==> src/rtl/mc_main_ctrl_pkg.sv <==
// Shared encodings for the multi-cycle main control FSM: opcodes, states,
// datapath mux selects and the decoded control word.
package mc_main_ctrl_pkg;

  localparam logic [5:0] OP_R    = 6'b000000;
  localparam logic [5:0] OP_LW   = 6'b100011;
  localparam logic [5:0] OP_SW   = 6'b101011;
  localparam logic [5:0] OP_BEQ  = 6'b000100;
  localparam logic [5:0] OP_J    = 6'b000010;
  localparam logic [5:0] OP_JAL  = 6'b000011;
  localparam logic [5:0] OP_ADDI = 6'b001000;

  // ALU control decoder expects exactly these alu_op values.
  localparam logic [1:0] ALU_ADD   = 2'b00;
  localparam logic [1:0] ALU_EQ    = 2'b01;
  localparam logic [1:0] ALU_FUNCT = 2'b10;

  localparam logic [1:0] RD_RT = 2'b00;
  localparam logic [1:0] RD_RD = 2'b01;
  localparam logic [1:0] RD_RA = 2'b10;

  localparam logic [1:0] WB_ALUOUT = 2'b00;
  localparam logic [1:0] WB_MDR    = 2'b01;
  localparam logic [1:0] WB_PC     = 2'b10;

  localparam logic [1:0] SRCB_B     = 2'b00;
  localparam logic [1:0] SRCB_FOUR  = 2'b01;
  localparam logic [1:0] SRCB_IMM   = 2'b10;
  localparam logic [1:0] SRCB_IMMSH = 2'b11;

  localparam logic [1:0] PCS_ALU    = 2'b00;
  localparam logic [1:0] PCS_ALUOUT = 2'b01;
  localparam logic [1:0] PCS_JUMP   = 2'b10;
  localparam logic [1:0] PCS_A      = 2'b11;

  typedef enum logic [3:0] {
    S_IDLE   = 4'd0,
    S_FETCH  = 4'd1,
    S_DECODE = 4'd2,
    S_MEMADR = 4'd3,
    S_MEMRD  = 4'd4,
    S_MEMWB  = 4'd5,
    S_MEMWR  = 4'd6,
    S_EXEC   = 4'd7,
    S_ALUWB  = 4'd8,
    S_BRANCH = 4'd9,
    S_ADDIEX = 4'd10,
    S_ADDIWB = 4'd11,
    S_JUMP   = 4'd12,
    S_JAL    = 4'd13,
    S_JR     = 4'd14
  } state_e;

  typedef struct packed {
    logic       pc_write;
    logic       pc_write_cond;
    logic       iord;
    logic       mem_read;
    logic       mem_write;
    logic       ir_write;
    logic       reg_write;
    logic [1:0] reg_dst;
    logic [1:0] mem_to_reg;
    logic       alu_src_a;
    logic [1:0] alu_src_b;
    logic [1:0] alu_op;
    logic [1:0] pc_source;
    logic       instr_done;
  } ctrl_t;

endpackage

==> src/rtl/mc_ctrl_decode.sv <==
// Combinational decode of FSM state (plus mem_ready for the handshake-gated
// strobes) into the full datapath control word.
module mc_ctrl_decode
  import mc_main_ctrl_pkg::*;
(
  input  logic [3:0] i_state,
  input  logic       i_mem_ready,
  output ctrl_t      o_ctrl
);

  always_comb begin
    // NOTE: every field gets a default first so no path can infer a latch.
    o_ctrl = '0;
    case (i_state)
      S_FETCH: begin
        o_ctrl.mem_read  = 1'b1;
        o_ctrl.iord      = 1'b0;
        o_ctrl.alu_src_a = 1'b0;
        o_ctrl.alu_src_b = SRCB_FOUR;
        o_ctrl.alu_op    = ALU_ADD;
        o_ctrl.pc_source = PCS_ALU;
        o_ctrl.ir_write  = i_mem_ready;
        o_ctrl.pc_write  = i_mem_ready;
      end
      S_DECODE: begin
        o_ctrl.alu_src_a = 1'b0;
        o_ctrl.alu_src_b = SRCB_IMMSH;
        o_ctrl.alu_op    = ALU_ADD;
      end
      S_MEMADR, S_ADDIEX: begin
        o_ctrl.alu_src_a = 1'b1;
        o_ctrl.alu_src_b = SRCB_IMM;
        o_ctrl.alu_op    = ALU_ADD;
      end
      S_MEMRD: begin
        o_ctrl.mem_read = 1'b1;
        o_ctrl.iord     = 1'b1;
      end
      S_MEMWB: begin
        o_ctrl.reg_write  = 1'b1;
        o_ctrl.reg_dst    = RD_RT;
        o_ctrl.mem_to_reg = WB_MDR;
        o_ctrl.instr_done = 1'b1;
      end
      S_MEMWR: begin
        o_ctrl.mem_write  = 1'b1;
        o_ctrl.iord       = 1'b1;
        o_ctrl.instr_done = i_mem_ready;
      end
      S_EXEC: begin
        o_ctrl.alu_src_a = 1'b1;
        o_ctrl.alu_src_b = SRCB_B;
        o_ctrl.alu_op    = ALU_FUNCT;
      end
      S_ALUWB: begin
        o_ctrl.reg_write  = 1'b1;
        o_ctrl.reg_dst    = RD_RD;
        o_ctrl.mem_to_reg = WB_ALUOUT;
        o_ctrl.instr_done = 1'b1;
      end
      S_BRANCH: begin
        o_ctrl.alu_src_a     = 1'b1;
        o_ctrl.alu_src_b     = SRCB_B;
        o_ctrl.alu_op        = ALU_EQ;
        o_ctrl.pc_write_cond = 1'b1;
        o_ctrl.pc_source     = PCS_ALUOUT;
        o_ctrl.instr_done    = 1'b1;
      end
      S_ADDIWB: begin
        o_ctrl.reg_write  = 1'b1;
        o_ctrl.reg_dst    = RD_RT;
        o_ctrl.mem_to_reg = WB_ALUOUT;
        o_ctrl.instr_done = 1'b1;
      end
      S_JUMP: begin
        o_ctrl.pc_write   = 1'b1;
        o_ctrl.pc_source  = PCS_JUMP;
        o_ctrl.instr_done = 1'b1;
      end
      S_JAL: begin
        o_ctrl.pc_write   = 1'b1;
        o_ctrl.pc_source  = PCS_JUMP;
        o_ctrl.reg_write  = 1'b1;
        o_ctrl.reg_dst    = RD_RA;
        o_ctrl.mem_to_reg = WB_PC;
        o_ctrl.instr_done = 1'b1;
      end
      S_JR: begin
        o_ctrl.pc_write   = 1'b1;
        o_ctrl.pc_source  = PCS_A;
        o_ctrl.instr_done = 1'b1;
      end
      default: o_ctrl = '0;
    endcase
  end

endmodule

==> src/rtl/mc_main_ctrl.sv <==
// Multi-cycle main control FSM: state register, next-state sequencing,
// sticky illegal-opcode flag; outputs come from mc_ctrl_decode.
module mc_main_ctrl
  import mc_main_ctrl_pkg::*;
(
  input  logic       clk,
  input  logic       rst_n,
  input  logic [5:0] opcode,
  input  logic       jr,
  input  logic       mem_ready,
  output logic       pc_write,
  output logic       pc_write_cond,
  output logic       iord,
  output logic       mem_read,
  output logic       mem_write,
  output logic       ir_write,
  output logic       reg_write,
  output logic [1:0] reg_dst,
  output logic [1:0] mem_to_reg,
  output logic       alu_src_a,
  output logic [1:0] alu_src_b,
  output logic [1:0] alu_op,
  output logic [1:0] pc_source,
  output logic       instr_done,
  output logic       illegal_op,
  output logic [3:0] state
);

  state_e r_state;
  state_e w_next;
  logic   r_illegal_op;
  logic   w_opcode_legal;
  ctrl_t  w_ctrl;

  assign w_opcode_legal = (opcode == OP_R)   || (opcode == OP_LW)  ||
                          (opcode == OP_SW)  || (opcode == OP_BEQ) ||
                          (opcode == OP_J)   || (opcode == OP_JAL) ||
                          (opcode == OP_ADDI);

  always_comb begin
    w_next = r_state;
    case (r_state)
      S_IDLE:   w_next = S_FETCH;
      S_FETCH:  w_next = mem_ready ? S_DECODE : S_FETCH;
      S_DECODE: begin
        case (opcode)
          OP_LW, OP_SW: w_next = S_MEMADR;
          OP_R:         w_next = S_EXEC;
          OP_BEQ:       w_next = S_BRANCH;
          OP_ADDI:      w_next = S_ADDIEX;
          OP_J:         w_next = S_JUMP;
          OP_JAL:       w_next = S_JAL;
          default:      w_next = S_FETCH;
        endcase
      end
      S_MEMADR: w_next = (opcode == OP_LW) ? S_MEMRD : S_MEMWR;
      S_MEMRD:  w_next = mem_ready ? S_MEMWB : S_MEMRD;
      S_MEMWR:  w_next = mem_ready ? S_FETCH : S_MEMWR;
      S_EXEC:   w_next = jr ? S_JR : S_ALUWB;
      S_ADDIEX: w_next = S_ADDIWB;
      S_MEMWB, S_ALUWB, S_BRANCH, S_ADDIWB,
      S_JUMP, S_JAL, S_JR: w_next = S_FETCH;
      default:  w_next = S_IDLE;
    endcase
  end

  // NOTE: sequential state uses non-blocking assignments so all registers
  // update together on the edge regardless of statement order.
  always_ff @(posedge clk or negedge rst_n) begin
    if (!rst_n) begin
      r_state      <= S_IDLE;
      r_illegal_op <= 1'b0;
    end else begin
      r_state <= w_next;
      if (r_state == S_DECODE && !w_opcode_legal) r_illegal_op <= 1'b1;
    end
  end

  mc_ctrl_decode u_decode (
    .i_state     (r_state),
    .i_mem_ready (mem_ready),
    .o_ctrl      (w_ctrl)
  );

  assign pc_write      = w_ctrl.pc_write;
  assign pc_write_cond = w_ctrl.pc_write_cond;
  assign iord          = w_ctrl.iord;
  assign mem_read      = w_ctrl.mem_read;
  assign mem_write     = w_ctrl.mem_write;
  assign ir_write      = w_ctrl.ir_write;
  assign reg_write     = w_ctrl.reg_write;
  assign reg_dst       = w_ctrl.reg_dst;
  assign mem_to_reg    = w_ctrl.mem_to_reg;
  assign alu_src_a     = w_ctrl.alu_src_a;
  assign alu_src_b     = w_ctrl.alu_src_b;
  assign alu_op        = w_ctrl.alu_op;
  assign pc_source     = w_ctrl.pc_source;
  assign instr_done    = w_ctrl.instr_done;
  assign illegal_op    = r_illegal_op;
  assign state         = r_state;

endmodule

==> config.mk <==
export PLATFORM = sky130hd
export DESIGN_NAME = mc_main_ctrl
export DESIGN_NICKNAME = d
export VERILOG_FILES = /design/src/rtl/mc_main_ctrl_pkg.sv /design/src/rtl/mc_ctrl_decode.sv /design/src/rtl/mc_main_ctrl.sv
export SDC_FILE = /design/constraint.sdc
export NUM_CORES = 1
export LEC_CHECK = 0
export ABC_CLOCK_PERIOD_IN_PS = 1800
export BUFFER_PORTS_ARGS = -buffer_cell sky130_fd_sc_hd__buf_4
export CAP_MARGIN = 20
export CORE_MARGIN = 3
export CORE_UTILIZATION = 44
export DETAILED_ROUTE_END_ITERATION = 12
export PLACE_DENSITY_LB_ADDON = 0.05
export SYNTH_ARGS = -nofsm -noshare
export SYNTH_HDL_FRONTEND = slang
export SYNTH_HIERARCHICAL = 1
export SYNTH_SLANG_ARGS = --single-unit
==> constraint.sdc <==
create_clock -name clk -period 1.8 [get_ports clk]
set_input_delay 0.09 -clock clk [delete_from_list [all_inputs] [get_ports clk]]
set_output_delay 0.09 -clock clk [all_outputs]
set_load 0.05 [all_outputs]
Word-level counts from Yosys, hierarchy flattened
Index checks and enable logic that the tools add are counted.
{"block": "totals", "regBits": 5, "input_bits": 10, "out_inout_bits": 24}
{"block": "op_classes", "eq_ne": 20, "muxes": 17, "reduce_logical": 18}
{"operator": "$pmux 4 s8", "n": 1}
{"operator": "$eq 4x4->1 const B", "n": 7}
{"operator": "$pmux 5 s5", "n": 1}
{"operator": "$pmux 4 s6", "n": 1}
{"operator": "$pmux 5 s4", "n": 1}
{"operator": "$eq 4x3->1 const B", "n": 4}
{"operator": "$eq 6x2->1 const B", "n": 2}
{"operator": "$eq 6x6->1 const B", "n": 2}
{"operator": "$reduce_or 2->1", "n": 5}
{"operator": "$eq 4x2->1 const B", "n": 2}
{"operator": "$reduce_or 8->1", "n": 1}
{"operator": "$reduce_or 7->1", "n": 1}
{"operator": "$eq 6x3->1 const B", "n": 1}
{"operator": "$eq 6x4->1 const B", "n": 1}
{"operator": "$logic_not 6->1", "n": 1}
{"operator": "$logic_or 1x1->1", "n": 6}
{"operator": "$mux 1", "n": 6}
{"operator": "$mux 3", "n": 2}
{"operator": "$pmux 2 s3", "n": 1}
{"operator": "$eq 4x1->1 const B", "n": 1}
{"operator": "$logic_not 4->1", "n": 1}
{"operator": "$mux 2", "n": 2}
{"operator": "$pmux 1 s2", "n": 2}
{"operator": "$reduce_or 3->1", "n": 1}
{"operator": "2 further kinds", "n": 2}

Longest topological paths before layout
{"block": "depth", "word_depth": 9, "mapped_depth": 5, "mapped_depth_nobuf": 4}

Hierarchy
Netlist, hierarchy kept.
{"module": "mc_main_ctrl", "instances": 1, "cells_each": 50, "area_each_um2": 410.4, "seq_area_each_um2": 125.1}
{"module": "mc_ctrl_decode", "instances": 1, "cells_each": 36, "area_each_um2": 252.7, "seq_area_each_um2": 0.0}

Worst setup path after synthesis
No wires, ideal clock.
{"block": "synth_path", "kind": "register to output", "startpoint": "reg r_state[2] (netlist: state[2])", "endpoint": "out instr_done", "arrival_time_ns": 2.415, "t_required_ns": 1.710, "setup_slack_ns": -0.705, "stages_incl_launch_ff": 5, "cell_sequence": "dfrtp_1 > buf_2 > nand2_1 > a21oi_1 > a311o_1"}
{"block": "synth_between", "elab_chain_cells": 3, "word_cells_on_any_way": 10, "cone_classes": "eq/ne (8); mux (1); reduce/logical (1)"}
{"item": "start: declaration", "line_no": "mc_main_ctrl.sv:29", "rtl": "state_e r_state;"}
{"item": "start signal: assignment", "line_no": "mc_main_ctrl.sv:74", "rtl": "r_state <= w_next;"}
{"item": "$eq 4x3->1 / $eq 4x4->1 (equally long branches)", "line_no": "mc_ctrl_decode.sv:14", "rtl": "case (i_state)"}
{"item": "$reduce_or 7->1 (no line)"}
{"item": "$pmux 1 s2 *", "line_no": "mc_ctrl_decode.sv:14"}
{"item": "end: declaration", "line_no": "mc_main_ctrl.sv:24", "rtl": "output logic instr_done,"}
Every way passes the cells marked *; elsewhere a longest branch is shown, timed or not.

Final worst setup path
{"block": "layout_path", "startpoint": "reg r_state[1] (netlist: state[1])", "endpoint": "out instr_done"}
The elaborated chain is that of the path after synthesis.

==> run metrics <==
Non-Filler Instances=134; DR vias/cell=5.66; total global-route track usage=17.8%; clk slew on worst S/H paths=50 ps; RSZ-0062 raised after global routing=no; startpoint types=register; initial DRC count=15; share of layout cells above drive strength 1=43.7%; CP max stage cell=dfrtp_4; crit share post-route=95.3%; status=completed; placed insts=127; initial antenna violation count=0; Critical Path End=instr_done; area of the multi-input gates=470 um^2; Yosys reg bits=5; Port Buf Inserts=33; reg2reg start=state[0]$_DFF_PN0_; Gate Count Post-Synth=86; area of the core=1350 um^2; Leak=0.419 nW; Final HPWL DP=1280 um; first-pass GRT wire length=2720 um; Max Cap Violations=0; CP arrival=1630 ps; Yosys warnings=6; WP depth=3; Max rail drop VDD=1.60 mV; DR WL/cell=13.0 um; Root Buffer=clkbuf_4; Seq/Total Area, Yosys=18.9%; CTS tree=done; most common library cells after synthesis=10 x nor2_1, 8 x nand2_1, 5 x dfrtp_1, 5 x nand2b_1, 4 x a21oi_1; DR pass1 iterations=4; worst reg-to-reg setup slack=270 ps; Initial Util=49.1%; fin crit period=1720 ps; mapped cell area=663 um^2; dominant synthesized flop cell=dfrtp_1; die width=44.8 um; Final ANT Viol Nets=0; vias in the first global route=607; area delta synth->final=43.2%; top post-synthesis cells by area=dfrtp_1 19%, nor2_1 5.7%, buf_6 5.1%, nand2b_1 4.7%, nand2_1 4.5%; Clock Path Buffers=2; grt ovf=0; routability cong.=0.780; TritonCTS Buffers=3; Slew Limit Fails=0; final WL=1740 um; final worst setup slack=84.7 ps; final setup vio count=0; Reg area=135 um^2; Placement Setup Slack=301 ps; cell accounting for the most synthesized area=dfrtp_1; Critical Path Max Stage Delay=530 ps; Yosys top cell area share=18.9%; asr flop ratio synth=100%; # diodes=0; r2r endpoint=state[2]$_DFF_PN0_; Max Freq=583 MHz; Syn Nets=96; Layout Nets=130; crit path kind=reg -> out; CTS sink cnt=5; CP startpoint=state[1]$_DFF_PN0_; Critical Path End Type=output port; EDFF count, synth=0; worst skew pair latency=250 ps; Cell variety after synth=41; cell family with most CP delay=flip-flops; crit-path cells=mux2_4, a311o_1, buf_4; most numerous cell in the Yosys netlist=nor2_1; Std-Cell Rows=13; Critical Path RT=1710 ps; Layout Skew=6.86 ps; worst path bufs/invs=1; r2r worst-path depth=5; H-Tree Depth=1; routed via count=759; average cell area after synthesis=7.71 um^2; Hold Violations, Final=0; Max FO, Critical Path=11; Worst Tran Pin Value=287 ps; die area=2010 um^2; io pins=34; height of the die=44.8 um; power density cells=2090 nW/um^2; DRC=0; largest net degree at the start of global routing=21; Fill cells=112; normalized max-slew margin=80.7%; Hold Crit Class=in -> async
[worst reg2reg max path, delay by kind of cell (launching register included)]
kind	cells	cell delay [ps]
buf+inv	1	230
compound gates	3	590
flops	1	500
simple gates	1	120
[cells by family (layout without fill, tap and decap cells)]
family / Yosys count / in the layout / share of synthesized area [%]
AOI/OAI and AO/OA: 21 / 21 / 22.3
DFF: 5 / 5 / 18.9
buffers and inverters: 12 / 45 / 11.9
muxes: 3 / 3 / 5.28
and+or+nand+nor: 41 / 41 / 36.4
xor gates and xnor gates: 4 / 4 / 5.28
[final cells by class]
class	instances	area share (%)
Sequential cell	5	14.2
Timing Repair Buffer	38	30.3
Clock buffer	4	2.77
Tap cell	15	1.98
Multi-Input combinational cell	69	49.5
Inverter	3	1.19
[layer usage]
layer  GRT usage [%]  vias up  share of wire [%]
met4            3.51        0                  0
li1                -      379                  -
met3            4.78        0                7.7
met2            27.2       28                 50
met5               0        -                  0
met1            25.4      352                 42
[worst min path at each step]
stage / end / depth (start not counted) / slack [ps] / startpoint
after CTS: state[3]$_DFF_PN0_ / 2 / 170 / rst_n
after floorplan: illegal_op$_DFFE_PN0P_ / 0 / -210 / rst_n
after global placement: illegal_op$_DFFE_PN0P_ / 1 / -110 / rst_n
after detailed placement: illegal_op$_DFFE_PN0P_ / 1 / -110 / rst_n
final: state[3]$_DFF_PN0_ / 2 / 180 / rst_n
after global routing: state[1]$_DFF_PN0_ / 2 / 190 / rst_n
[through the flow]
stage / setup TNS (ps) / util (%) / cell area [um^2] / hold WS [ps] / power (mW)
2_1_floorplan: -1630 / - / 678 / -206 / 1.50
4_1_cts: 0 / 68.8 / 928 / 173 / 1.95
6_report: 0 / 70.3 / 950 / 179 / 1.99
5_1_grt: 0 / 70.3 / 950 / 191 / 2.11
3_5_place_dp: 0 / 66.1 / 892 / -105 / 1.81
3_3_place_gp: 0 / 66.1 / 892 / -109 / 1.80
[sequential cells by signal, indices dropped and copies added, names as in the netlist]
name and flops:
state 4, illegal_op 1
[timing repair]
| item | CTS | global route |
|---|---|---|
| hold buffers | 1 | 0 |
| endpoints found under the setup margin | 0 | 3 |
| buffers inserted | 0 | 2 |
| resized for setup | 0 | 3 |
| hold endpoints to repair | 5 | 0 |
[placed cells by master, fill, tap and decap left out, types with 3 or more instances in the layout]
master / instances
nand2_1: 8
nor2_1: 10
buf_4: 35
xnor2_1: 3
a21oi_1: 3
clkbuf_4: 5
nand2b_1: 5
o21ai_0: 3
inv_1: 3
[report_power, final]
part / internal (mW) / total [mW] / leakage, nW / switching [mW]
logic: 0.528 / 1.54 / 0.349 / 1.01
registers: 0.175 / 0.318 / 0.0550 / 0.143
clock network: 0.0839 / 0.131 / 0.0150 / 0.0471
total: 0.787 / 1.99 / 0.419 / 1.20
Power figures use the tool's default switching activity.
